`src/rtl/spi_pkg.sv`:
```
// Shared types and helpers for the SPI word receiver.
//   spi_rx_state_t : receiver FSM states
//   sample_on_rise : 1 when the SPI mode samples SDI on the rising SCLK edge
//   cnt_width      : bit-counter width for a given word width
package spi_pkg;

  typedef enum logic {
    IDLE  = 1'b0,
    SHIFT = 1'b1
  } spi_rx_state_t;

  // Modes 0 and 3 sample on rising SCLK; modes 1 and 2 on falling SCLK.
  function automatic logic sample_on_rise(input logic cpol, input logic cpha);
    return cpol == cpha;
  endfunction

  function automatic int unsigned cnt_width(input int unsigned word_bits);
    return $clog2(word_bits);
  endfunction

endpackage

```
`src/rtl/sync_fifo.sv`:
```
// Single-clock FIFO with a registered head (rd_data/rd_valid are flops).
//   clk, nreset        : clock, async active-low reset
//   wr_valid/wr_data   : push request and payload
//   wr_ready_c         : push will be accepted this cycle (combinational)
//   rd_valid/rd_data   : FIFO non-empty and head entry
//   rd_ready           : consumer pops head when rd_valid && rd_ready
module sync_fifo #(
  parameter int unsigned WIDTH = 9,
  parameter int unsigned DEPTH = 4
) (
  input  logic             clk,
  input  logic             nreset,
  input  logic             wr_valid,
  input  logic [WIDTH-1:0] wr_data,
  output logic             wr_ready_c,
  output logic             rd_valid,
  output logic [WIDTH-1:0] rd_data,
  input  logic             rd_ready
);

  localparam int unsigned AW = $clog2(DEPTH);
  localparam int unsigned PW = AW + 1;

  logic [WIDTH-1:0] mem [DEPTH];
  logic [PW-1:0]    wr_ptr, rd_ptr;
  logic [PW-1:0]    wr_ptr_n, rd_ptr_n;
  logic [WIDTH-1:0] head_n;
  logic             full_c, pop_c, push_c;

  // Pointer bookkeeping; a pop in the same cycle frees a slot for the push.
  always_comb begin
    full_c     = (wr_ptr[AW] != rd_ptr[AW]) && (wr_ptr[AW-1:0] == rd_ptr[AW-1:0]);
    pop_c      = rd_valid & rd_ready;
    wr_ready_c = ~full_c | pop_c;
    push_c     = wr_valid & wr_ready_c;
    wr_ptr_n   = wr_ptr + PW'(push_c);
    rd_ptr_n   = rd_ptr + PW'(pop_c);
    // A word written into an otherwise empty FIFO becomes the next head.
    if (push_c && (wr_ptr == rd_ptr_n)) begin
      head_n = wr_data;
    end else begin
      head_n = mem[rd_ptr_n[AW-1:0]];
    end
  end

  // Storage array
  always_ff @(posedge clk) begin
    if (push_c) begin
      mem[wr_ptr[AW-1:0]] <= wr_data;
    end
  end

  // Pointers and registered head
  always_ff @(posedge clk or negedge nreset) begin
    if (!nreset) begin
      wr_ptr   <= '0;
      rd_ptr   <= '0;
      rd_valid <= 1'b0;
      rd_data  <= '0;
    end else begin
      wr_ptr   <= wr_ptr_n;
      rd_ptr   <= rd_ptr_n;
      rd_valid <= (wr_ptr_n != rd_ptr_n);
      if (wr_ptr_n != rd_ptr_n) begin
        rd_data <= head_n;
      end
    end
  end

endmodule

```
`src/rtl/spi_word_receiver.sv`:
```
// SPI slave receiver: oversamples sclk/ncs/sdi, assembles WORD_BITS words in
// any SPI mode and bit order, and streams them out through a small FIFO.
//   clk, nreset       : system clock (>= 4x SCLK), async active-low reset
//   sclk, ncs, sdi    : asynchronous SPI pins
//   m_data/m_sof      : head word and first-word-of-frame flag
//   m_valid/m_ready   : output stream handshake
//   frame_active      : synchronised nCS is low
//   partial_err       : one-cycle pulse when a frame ends mid-word
//   overrun           : sticky, a completed word was dropped (FIFO full)
//   overrun_clr       : clears overrun
module spi_word_receiver
  import spi_pkg::*;
#(
  parameter int unsigned WORD_BITS   = 8,
  parameter int unsigned CPOL        = 0,
  parameter int unsigned CPHA        = 0,
  parameter int unsigned MSB_FIRST   = 1,
  parameter int unsigned SYNC_STAGES = 2,
  parameter int unsigned FIFO_DEPTH  = 4
) (
  input  logic                 clk,
  input  logic                 nreset,
  input  logic                 sclk,
  input  logic                 ncs,
  input  logic                 sdi,
  output logic [WORD_BITS-1:0] m_data,
  output logic                 m_sof,
  output logic                 m_valid,
  input  logic                 m_ready,
  output logic                 frame_active,
  output logic                 partial_err,
  output logic                 overrun,
  input  logic                 overrun_clr
);

  localparam int unsigned CNT_W       = cnt_width(WORD_BITS);
  localparam int unsigned LAST        = SYNC_STAGES - 1;
  localparam logic        SAMPLE_RISE = sample_on_rise(1'(CPOL), 1'(CPHA));
  localparam logic        SCLK_IDLE   = 1'(CPOL);

  logic [SYNC_STAGES-1:0] sclk_s, ncs_s, sdi_s;
  logic                   sclk_d, ncs_d;
  logic                   sample_c, ncs_fall_c, ncs_rise_c;

  spi_rx_state_t          state, state_n;
  logic [WORD_BITS-1:0]   shreg, shreg_n, shifted_c;
  logic [CNT_W-1:0]       cnt, cnt_n;
  logic                   first_word, first_word_n;
  logic                   push, push_n;
  logic [WORD_BITS:0]     push_data, push_data_n;
  logic                   partial_err_n;
  logic                   fifo_ready_c;
  logic [WORD_BITS:0]     fifo_head;

  // Input synchronisers plus one extra flop on sclk/ncs for edge detection
  always_ff @(posedge clk or negedge nreset) begin
    if (!nreset) begin
      sclk_s <= {SYNC_STAGES{SCLK_IDLE}};
      ncs_s  <= '1;
      sdi_s  <= '0;
      sclk_d <= SCLK_IDLE;
      ncs_d  <= 1'b1;
    end else begin
      sclk_s <= {sclk_s[SYNC_STAGES-2:0], sclk};
      ncs_s  <= {ncs_s[SYNC_STAGES-2:0], ncs};
      sdi_s  <= {sdi_s[SYNC_STAGES-2:0], sdi};
      sclk_d <= sclk_s[LAST];
      ncs_d  <= ncs_s[LAST];
    end
  end

  // Edge detection from the last synchroniser stage
  always_comb begin
    if (SAMPLE_RISE) begin
      sample_c = sclk_s[LAST] & ~sclk_d;
    end else begin
      sample_c = ~sclk_s[LAST] & sclk_d;
    end
    ncs_fall_c = ~ncs_s[LAST] & ncs_d;
    ncs_rise_c = ncs_s[LAST] & ~ncs_d;
  end

  // Shift register with the new SDI bit inserted per bit order
  always_comb begin
    if (MSB_FIRST != 0) begin
      shifted_c = {shreg[WORD_BITS-2:0], sdi_s[LAST]};
    end else begin
      shifted_c = {sdi_s[LAST], shreg[WORD_BITS-1:1]};
    end
  end

  // FSM state register
  always_ff @(posedge clk or negedge nreset) begin
    if (!nreset) begin
      state <= IDLE;
    end else begin
      state <= state_n;
    end
  end

  // FSM next state
  always_comb begin
    state_n = state;
    case (state)
      IDLE:    if (ncs_fall_c) state_n = SHIFT;
      SHIFT:   if (ncs_rise_c) state_n = IDLE;
      default: state_n = IDLE;
    endcase
  end

  // FSM outputs / datapath next values
  always_comb begin
    shreg_n       = shreg;
    cnt_n         = cnt;
    first_word_n  = first_word;
    push_n        = 1'b0;
    push_data_n   = push_data;
    partial_err_n = 1'b0;
    case (state)
      IDLE: begin
        if (ncs_fall_c) begin
          shreg_n      = '0;
          cnt_n        = '0;
          first_word_n = 1'b1;
        end
      end
      SHIFT: begin
        if (sample_c) begin
          shreg_n = shifted_c;
          if (cnt == CNT_W'(WORD_BITS - 1)) begin
            push_n       = 1'b1;
            push_data_n  = {first_word, shifted_c};
            cnt_n        = '0;
            first_word_n = 1'b0;
          end else begin
            cnt_n = cnt + CNT_W'(1);
          end
        end
        // Evaluated after the sample so a word completing with nCS rise is kept.
        if (ncs_rise_c) begin
          if (cnt_n != '0) begin
            partial_err_n = 1'b1;
          end
          cnt_n = '0;
        end
      end
      default: ;
    endcase
  end

  // Datapath and status registers
  always_ff @(posedge clk or negedge nreset) begin
    if (!nreset) begin
      shreg        <= '0;
      cnt          <= '0;
      first_word   <= 1'b0;
      push         <= 1'b0;
      push_data    <= '0;
      partial_err  <= 1'b0;
      overrun      <= 1'b0;
      frame_active <= 1'b0;
    end else begin
      shreg        <= shreg_n;
      cnt          <= cnt_n;
      first_word   <= first_word_n;
      push         <= push_n;
      push_data    <= push_data_n;
      partial_err  <= partial_err_n;
      // A new drop wins over a simultaneous clear.
      overrun      <= (push & ~fifo_ready_c) | (overrun & ~overrun_clr);
      // Tracks ~ncs_s[LAST] without an extra cycle of delay.
      frame_active <= ~ncs_s[SYNC_STAGES-2];
    end
  end

  sync_fifo #(
    .WIDTH (WORD_BITS + 1),
    .DEPTH (FIFO_DEPTH)
  ) u_fifo (
    .clk        (clk),
    .nreset     (nreset),
    .wr_valid   (push),
    .wr_data    (push_data),
    .wr_ready_c (fifo_ready_c),
    .rd_valid   (m_valid),
    .rd_data    (fifo_head),
    .rd_ready   (m_ready)
  );

  assign m_data = fifo_head[WORD_BITS-1:0];
  assign m_sof  = fifo_head[WORD_BITS];

endmodule

```
`config.mk`:
```
export PLATFORM = sky130hd
export DESIGN_NAME = spi_word_receiver
export DESIGN_NICKNAME = d
export VERILOG_FILES = /design/src/rtl/spi_pkg.sv /design/src/rtl/sync_fifo.sv /design/src/rtl/spi_word_receiver.sv
export SDC_FILE = /design/constraint.sdc
export NUM_CORES = 1
export LEC_CHECK = 0
export BUFFER_PORTS_ARGS = -buffer_cell sky130_fd_sc_hd__buf_2
export CAP_MARGIN = 20
export CORE_MARGIN = 2
export CORE_UTILIZATION = 55
export CTS_BUF_LIST = sky130_fd_sc_hd__clkbuf_4 sky130_fd_sc_hd__clkbuf_8
export DETAILED_ROUTE_END_ITERATION = 10
export GPL_ROUTABILITY_DRIVEN = 0
export PLACE_DENSITY = 0.7
export SKIP_LAST_GASP = 1
export SYNTH_ARGS = -nofsm -noshare
export SYNTH_HDL_FRONTEND = slang
export SYNTH_HIERARCHICAL = 1
export SYNTH_SLANG_ARGS = --single-unit
```
`constraint.sdc`:
```
create_clock -name clk -period 3.4 [get_ports clk]
set_clock_uncertainty 0.1 [all_clocks]
set_input_delay 0.17 -clock clk [delete_from_list [all_inputs] [get_ports clk]]
set_output_delay 0.17 -clock clk [all_outputs]
set_load 0.01 [all_outputs]
```
==> results of run 1 <==
## area by class of cell
class	count	share of cell area
tap	75	0.0238
inverter	6	0.00572
sequential	85	0.587
multi-input combinational	109	0.269
clock inverter	6	0.0283
timing repair buffer	31	0.0534
clock buffer	10	0.0333
## metal layers
| metal | vias up | part of all wire | wire [um] | GRT usage |
|---|---|---|---|---|
| li1 | 876 | - | - | - |
| met1 | 878 | 0.48 | 2730 | 0.257 |
| met2 | 41 | 0.46 | 2640 | 0.281 |
| met3 | 12 | 0.038 | 216 | 0.0408 |
| met4 | 0 | 0.021 | 117 | 0.0849 |
| met5 | - | 0 | 0 | 0 |
## worst min-delay path by stage
stage                  from                            end  cells past startpoint
floorplan            nreset             cnt[0]$_DFFE_PN0P_                      0
global placement        ncs             ncs_s[0]$_DFF_PN1_                      1
detailed placement      ncs             ncs_s[0]$_DFF_PN1_                      1
CTS                 m_ready     u_fifo/rd_ptr[0]$_DFF_PN0_                      3
global route         nreset  u_fifo/rd_data[4]$_DFFE_PN0P_                      2
finish               nreset     u_fifo/rd_ptr[2]$_DFF_PN0_                      2
## critical path, cell delays in order (launching register included)
cell and delay [ns]:
dfrtp_1 0.47, xor2_1 0.22, o41ai_4 0.39, inv_2 0.16, ha_1 0.21, ha_1 0.18, xor2_1 0.18, xnor2_2 0.43
nand2_2 0.25, a2bb2oi_1 0.18
## power breakdown
part	internal, mW	total [mW]	switching (mW)
combinational	0.428	0.888	0.460
clock	0.496	0.834	0.338
sequential	1.17	1.25	0.0730
## state kept, by name, summed over array words and instances (netlist names)
name / cells
u_fifo/rd_data: 9
u_fifo/wr_ptr: 3
sclk_s: 2
push_data: 9
frame_active: 1
state: 1
u_fifo/rd_ptr: 3
sclk_d: 1
u_fifo/rd_valid: 1
ncs_s: 2
partial_err: 1
sdi_s: 2
shreg: 7
overrun: 1
first_word: 1
cnt: 3
u_fifo/mem: 36
push: 1
ncs_d: 1
## through the flow
step	setup slack (ns)	util	instances	hold WS, ns
5_1_grt	0.317	0.658	322	0.190
3_3_place_gp	0.627	0.605	300	0.176
6_report	0.499	0.658	322	0.175
3_5_place_dp	0.550	0.605	300	0.179
4_1_cts	0.527	0.654	321	0.180
2_1_floorplan	0.700	-	208	-0.226
## cells in the final DEF, fill, tap and decap left out, types with 2 or more instances in the layout
cell type and n:
dfrtp_1 46, edfxtp_1 36, buf_2 19, clkbuf_8 9
mux4_2 9, o21ai_1 9, a32oi_1 9, a2bb2oi_1 9
mux2_4 8, xor2_1 8, a22o_1 7, ha_1 6
buf_4 6, inv_1 5, nor2_1 5, dlygate4sd3_1 5
nand2b_1 3, nand2_1 3, o21ai_0 3, a21oi_1 3
a211oi_1 3, bufinv_16 3, dfstp_2 3, nor4_1 2
nor3b_1 2
## timing repair
action	4_1_cts	5_1_grt
setup endpoints to repair	0	0
endpoints found under the hold margin	50	0
hold buffers	5	0
## logic make-up (layout without fill, tap and decap cells)
family,after synthesis,count (layout),share of synthesized area
flip-flops,85,85,0.669
AO/OA/AOI/OAI,47,47,0.106
AND/OR/NAND/NOR,27,27,0.0478
multiplexers,18,18,0.0968
buffers and inverters,14,53,0.0236
XOR/XNOR,11,11,0.0348
adder cells (fa/ha/maj),6,6,0.0217
==> key figures, run 1 <==
Status
  – Status: completed

STA
  – Hold Vio Cnt, Final: 0
  – Slew Limit Fails: 0
  – Setup_tns: 0 ns
  – Final setup fails: 0
  – Post-layout minimum cycle time: 2.90 ns
  – Slew @ Worst Pin: 0.510 ns
  – Final worst path period share: 0.853
  – Max Fclk: 345 MHz
  – Slew margin rel.: 0.658
  – RSZ-0062 raised after global routing: false

Synthesis
  – Yosys reg bits: between 80 and 90
  – Synth Instances: ~210
  – Syn_nets: about 220
  – Synth top area share: 0.333
  – Commonest cells post-synth: 46 x dfrtp_1, 36 x edfxtp_1
  – Top-count cell post-synth: dfrtp_1
  – EDFF count, synth: 36
  – Post-synthesis cell type count: 43
  – Async SR Flop Fraction: 0.576
  – Post-synthesis sequential area ratio: 0.669
  – Synth area leaders: dfrtp_1 33%, edfxtp_1 31%, mux4_2 5.9%
  – Area leader, netlist: dfrtp_1
  – Synth Area per Inst: between 15 and 20 sq um
  – Top_reg_cell synth: dfrtp_1
  – Synth Cell Area: roughly 3500 sq um
  – Number of synthesis warnings: 6

Clock network
  – CTS Buf Count: 9
  – TritonCTS Sinks: 85
  – Reg clk slew, reported paths: about 0.080 ns
  – CTS tree: built
  – Post-CTS Resized: 0
  – Setup fix buffers added after clock tree synthesis: 0
  – CTS HTree Levels: 3
  – Max clock buf depth: 2
  – Root Driver: clkbuf_8
  – Worst-skew pair later-pin latency: between 0.3 and 0.4 ns

Final layout
  – Register area: between 2000 and 2500 sq um
  – Final #Nets: between 200 and 300
  – Post-route cell area: 3940 sq um
  – Fillers: roughly 420
  – Share of layout cells above drive strength 1: 0.287
  – Area occupied by multi-input gates: approximately 1100 sq um
  – # diodes: 0
  – Area growth, synth to finish: 14.1%

Setup path
  – CP Capture Point: u_fifo/rd_data[5]$_DFFE_PN0P_
  – Crit Path Class: flop to flop
  – R2R Setup Slk: approximately 0.5 ns
  – CP Launch Point: u_fifo/wr_ptr[0]$_DFF_PN0_
  – CP Launch Type: flop
  – Reg2reg end: u_fifo/rd_data[5]$_DFFE_PN0P_
  – Endpoint class of the critical path: flop
  – Crit-path max FO: 12
  – WP data required: ~3.5 ns
  – Cell count of the worst reg-to-reg path: 9
  – FF-to-FF Start: u_fifo/wr_ptr[0]$_DFF_PN0_
  – Crit path DAT: around 3.0 ns

GRT
  – Largest net degree at the start of global routing: 50
  – Vias in the first global route: between 1500 and 2000
  – First-pass GRT wire length: 9.69 mm
  – Total GRT Usage: 0.185
  – GRT overflow: 0
  – Initial antenna violation count: 0

Power and ir drop
  – Static leakage: ~1.7 nW
  – Maximum vdd drop: ~0.42 mV
  – Power per cell area: 753 nW/um^2
  – Power Total: between 2 and 3 mW

Die
  – Ports: 20
  – Die width: between 80 and 90 um
  – Initial core utilization: 0.576
  – Site row count: 28
  – Die height: between 80 and 90 um
  – Core area: 5990 sq um
  – Die ar.: 6930 sq um

Placed design
  – IO buf count: 19
  – Dpl hpwl: a little under 4 mm
  – DP Area: 3630 sq um

Drt
  – # DRC: 0
  – Total wire length: ~5.7 mm
  – DR vias: around 1800
  – Starting DRT DRC Count: 89
  – Iteration count of the initial detailed-routing pass: 5
  – Antenna viol nets, final: 0
  – WL per Instance: between 15 and 20 um
  – Vias per inst: 5.61

Worst hold path
  – Worst hold path type: input pin to asynchronous set/reset pin

Flow run
  – Max Cap Viol: 0
Power figures use the tool's default switching activity.
==> run 2: changes to the inputs <==
--- a/config.mk
+++ b/config.mk
@@ -5,14 +5,14 @@
 export SDC_FILE = /design/constraint.sdc
 export NUM_CORES = 1
 export LEC_CHECK = 0
-export BUFFER_PORTS_ARGS = -buffer_cell sky130_fd_sc_hd__buf_2
 export CAP_MARGIN = 20
 export CORE_MARGIN = 2
 export CORE_UTILIZATION = 55
 export CTS_BUF_LIST = sky130_fd_sc_hd__clkbuf_4 sky130_fd_sc_hd__clkbuf_8
 export DETAILED_ROUTE_END_ITERATION = 10
+export DONT_BUFFER_PORTS = 1
 export GPL_ROUTABILITY_DRIVEN = 0
-export PLACE_DENSITY = 0.7
+export PLACE_DENSITY = 0.77
 export SKIP_LAST_GASP = 1
 export SYNTH_ARGS = -nofsm -noshare
 export SYNTH_HDL_FRONTEND = slang
==> key figures, run 2 (synthesis gave the netlist of run 1 again) <==
Status
  – Status: completed

Power and ir drop
  – Pint: 2.01 mW (-3.9%)
  – Switching power: 0.870 mW (-0.13%)
  – Power Total: 2.88 mW (-2.8%)
  – Sw Ratio: 0.302 (+0.00804)
  – Static leakage: 1.60 nW (-4.8%)
  – Gate power share: 0.285 (-0.014)
  – Flop pwr share: 0.445 (+0.025)
  – Maximum vdd drop: 0.503 mV (+20%)
  – Clock Power Share: 0.271 (-0.010)
  – Power per cell area: 754 nW/um^2 (about the same)

STA
  – Setup_tns: 0 ns (unchanged)
  – RSZ-0062 raised after global routing: false
  – Worst Slack Setup Final: 0.414 ns (-0.0849 ns)
  – Slew @ Worst Pin: 1.02 ns (+0.509 ns)
  – Final setup fails: 0 (unchanged)
  – Final worst path period share: 0.878 (+0.0250)
  – Hold Vio Cnt, Final: 0 (unchanged)
  – Post-layout minimum cycle time: 2.99 ns (+0.0849 ns)
  – Slew margin rel.: 0.318 (-0.340)
  – Slew Limit Fails: 0 (unchanged)
  – Fin Hold WS: 0.198 ns (+0.0227 ns)
  – Max Fclk: 335 MHz (-2.8%)

Drt
  – Total wire length: 5.86 mm (+2.8%)
  – Antenna viol nets, final: 0 (unchanged)
  – Iteration count of the initial detailed-routing pass: 5 (unchanged)
  – WL per Instance: 19.4 um (+9.6%)
  – Vias per inst: 6.04 (+7.7%)
  – DR vias: 1825 (+1.0%)
  – Starting DRT DRC Count: 134 (+51%)
  – # DRC: 0 (unchanged)

Final layout
  – Most frequent cells in the layout: 46 x dfrtp_1, 36 x edfxtp_1, 10 x clkbuf_8
  – Largest register FFs: 36 (unchanged)
  – Area growth, synth to finish: 10.9%
  – Util after Layout: 0.639 (-0.0188)
  – Final #Nets: 235 (-7.8%)
  – Finished Layout Cells: 302 (-6.2%)
  – Share of layout cells above drive strength 1: 0.225 (-0.0628)
  – # diodes: 0 (unchanged)
  – Commonest non-fill, non-tap cell in the layout: dfrtp_1
  – Post-route cell area: 3830 sq um (-2.9%)
  – Fillers: 423 (+1.4%)

Clock network
  – Reg clk slew, reported paths: 0.08 ns (about the same)
  – Worst-skew pair later-pin latency: 0.35 ns (about the same)
  – Max clock buf depth: 2 (unchanged)
  – # hold bufs at CTS: 6 (+1)
  – Post-CTS Resized: 0 (unchanged)
  – CTS Buf Count: 9 (unchanged)
  – Root Driver: clkbuf_8
  – CTS tree: built
  – CTS HTree Levels: 3 (unchanged)
  – TritonCTS Sinks: 85 (unchanged)
  – Setup fix buffers added after clock tree synthesis: 0 (unchanged)

Die
  – Initial core utilization: 0.576 (unchanged)
  – Ports: 20 (unchanged)
  – Die ar.: 6930 sq um (unchanged)
  – Die width: 83.2 um (unchanged)
  – Core area: 5990 sq um (unchanged)
  – Site row count: 28 (unchanged)
  – Die height: 83.2 um (unchanged)

Setup path
  – Crit-path max FO: 12 (unchanged)
  – CP Launch Type: flop
  – WP data required: 3.52 ns (about the same)
  – Endpoint class of the critical path: flop
  – Crit path DAT: 3.11 ns (+0.08 ns)
  – Crit Path Class: flop to flop

Worst hold path
  – Worst hold path type: input pin to flop

Placed design
  – Dpl ws: 0.466 ns (-0.0839 ns)
  – Dpl hpwl: 3.70 mm (-5.1%)
  – DP Area: 3520 sq um (-2.8%)
  – Placed cell count: 280 (-6.7%)
  – IO buf count: 0 (-19)

GRT
  – GRT overflow: 0 (unchanged)
  – Total GRT Usage: 0.184 (-0.000353)
  – First-pass GRT wire length: 9.63 mm (-0.64%)
  – Initial antenna violation count: 0 (unchanged)
  – Largest net degree at the start of global routing: 50 (unchanged)
  – Vias in the first global route: 1856 (-1.9%)

Flow run
  – Max Cap Viol: 0 (unchanged)
[run 2: cell count changes in the layout (fill, tap and decap cells not counted)]
cell       previous run  this run
buf_2                19         0
clkinv_4              1         0
buf_16                0         1
bufinv_16             3         2
buf_12                1         0
clkbuf_8              9        10
clkbuf_4              1         2
buf_4                 6         5
[run 2: final timing paths]
check	startpoint	to	slack, ns	depth (start not counted)
worst max-delay path	u_fifo/wr_ptr[0]$_DFF_PN0_	u_fifo/rd_data[0]$_DFFE_PN0P_	0.41	9
worst min-delay path	m_ready	overrun$_DFF_PN0_	0.20	3
worst max register to register	u_fifo/wr_ptr[0]$_DFF_PN0_	u_fifo/rd_data[0]$_DFFE_PN0P_	0.41	9
worst min register to register	sdi_s[0]$_DFF_PN0_	sdi_s[1]$_DFF_PN0_	0.26	0
max in group asynchronous	nreset	ncs_d$_DFF_PN1_	2.68	2
min in group asynchronous	nreset	u_fifo/rd_ptr[0]$_DFF_PN0_	0.23	2
[run 2: worst max-delay path, cell delays in order, from the launching register on]
cell       delay (ns)
dfrtp_1          0.47
xor2_1           0.23
o41ai_4          0.41
inv_2            0.17
ha_1             0.21
ha_1             0.19
xor2_1           0.18
xnor2_2          0.46
nand2_2          0.26
a2bb2oi_1        0.19
[run 2: layer usage]
| layer | GRT usage | vias to the layer above | routed length (um) |
|---|---|---|---|
| li1 | - | 831 | - |
| met1 | 0.238 | 931 | 2630 |
| met2 | 0.295 | 52 | 2850 |
| met3 | 0.0417 | 11 | 234 |
| met4 | 0.0924 | 0 | 143 |
| met5 | 0 | - | 0 |
[run 2: cell type report]
class,count,area (sq um),area share
clock buffers,12,153,0.0399
clock inverters,4,72.6,0.0190
inverters,6,22.5,0.00588
multi-input cells,109,1060,0.277
flip-flops and latches,85,2310,0.604
well taps,75,93.8,0.0245
repair buffers,11,115,0.0301
[run 2: power groups by stage]
stage	combinational, mW	clock, mW	sequential, mW
after floorplan	0.663	0	1.28
after global placement	0.777	0	1.30
after detailed placement	0.791	0	1.31
after CTS	0.819	0.799	1.29
after global routing	0.900	0.847	1.30
final	0.821	0.781	1.28
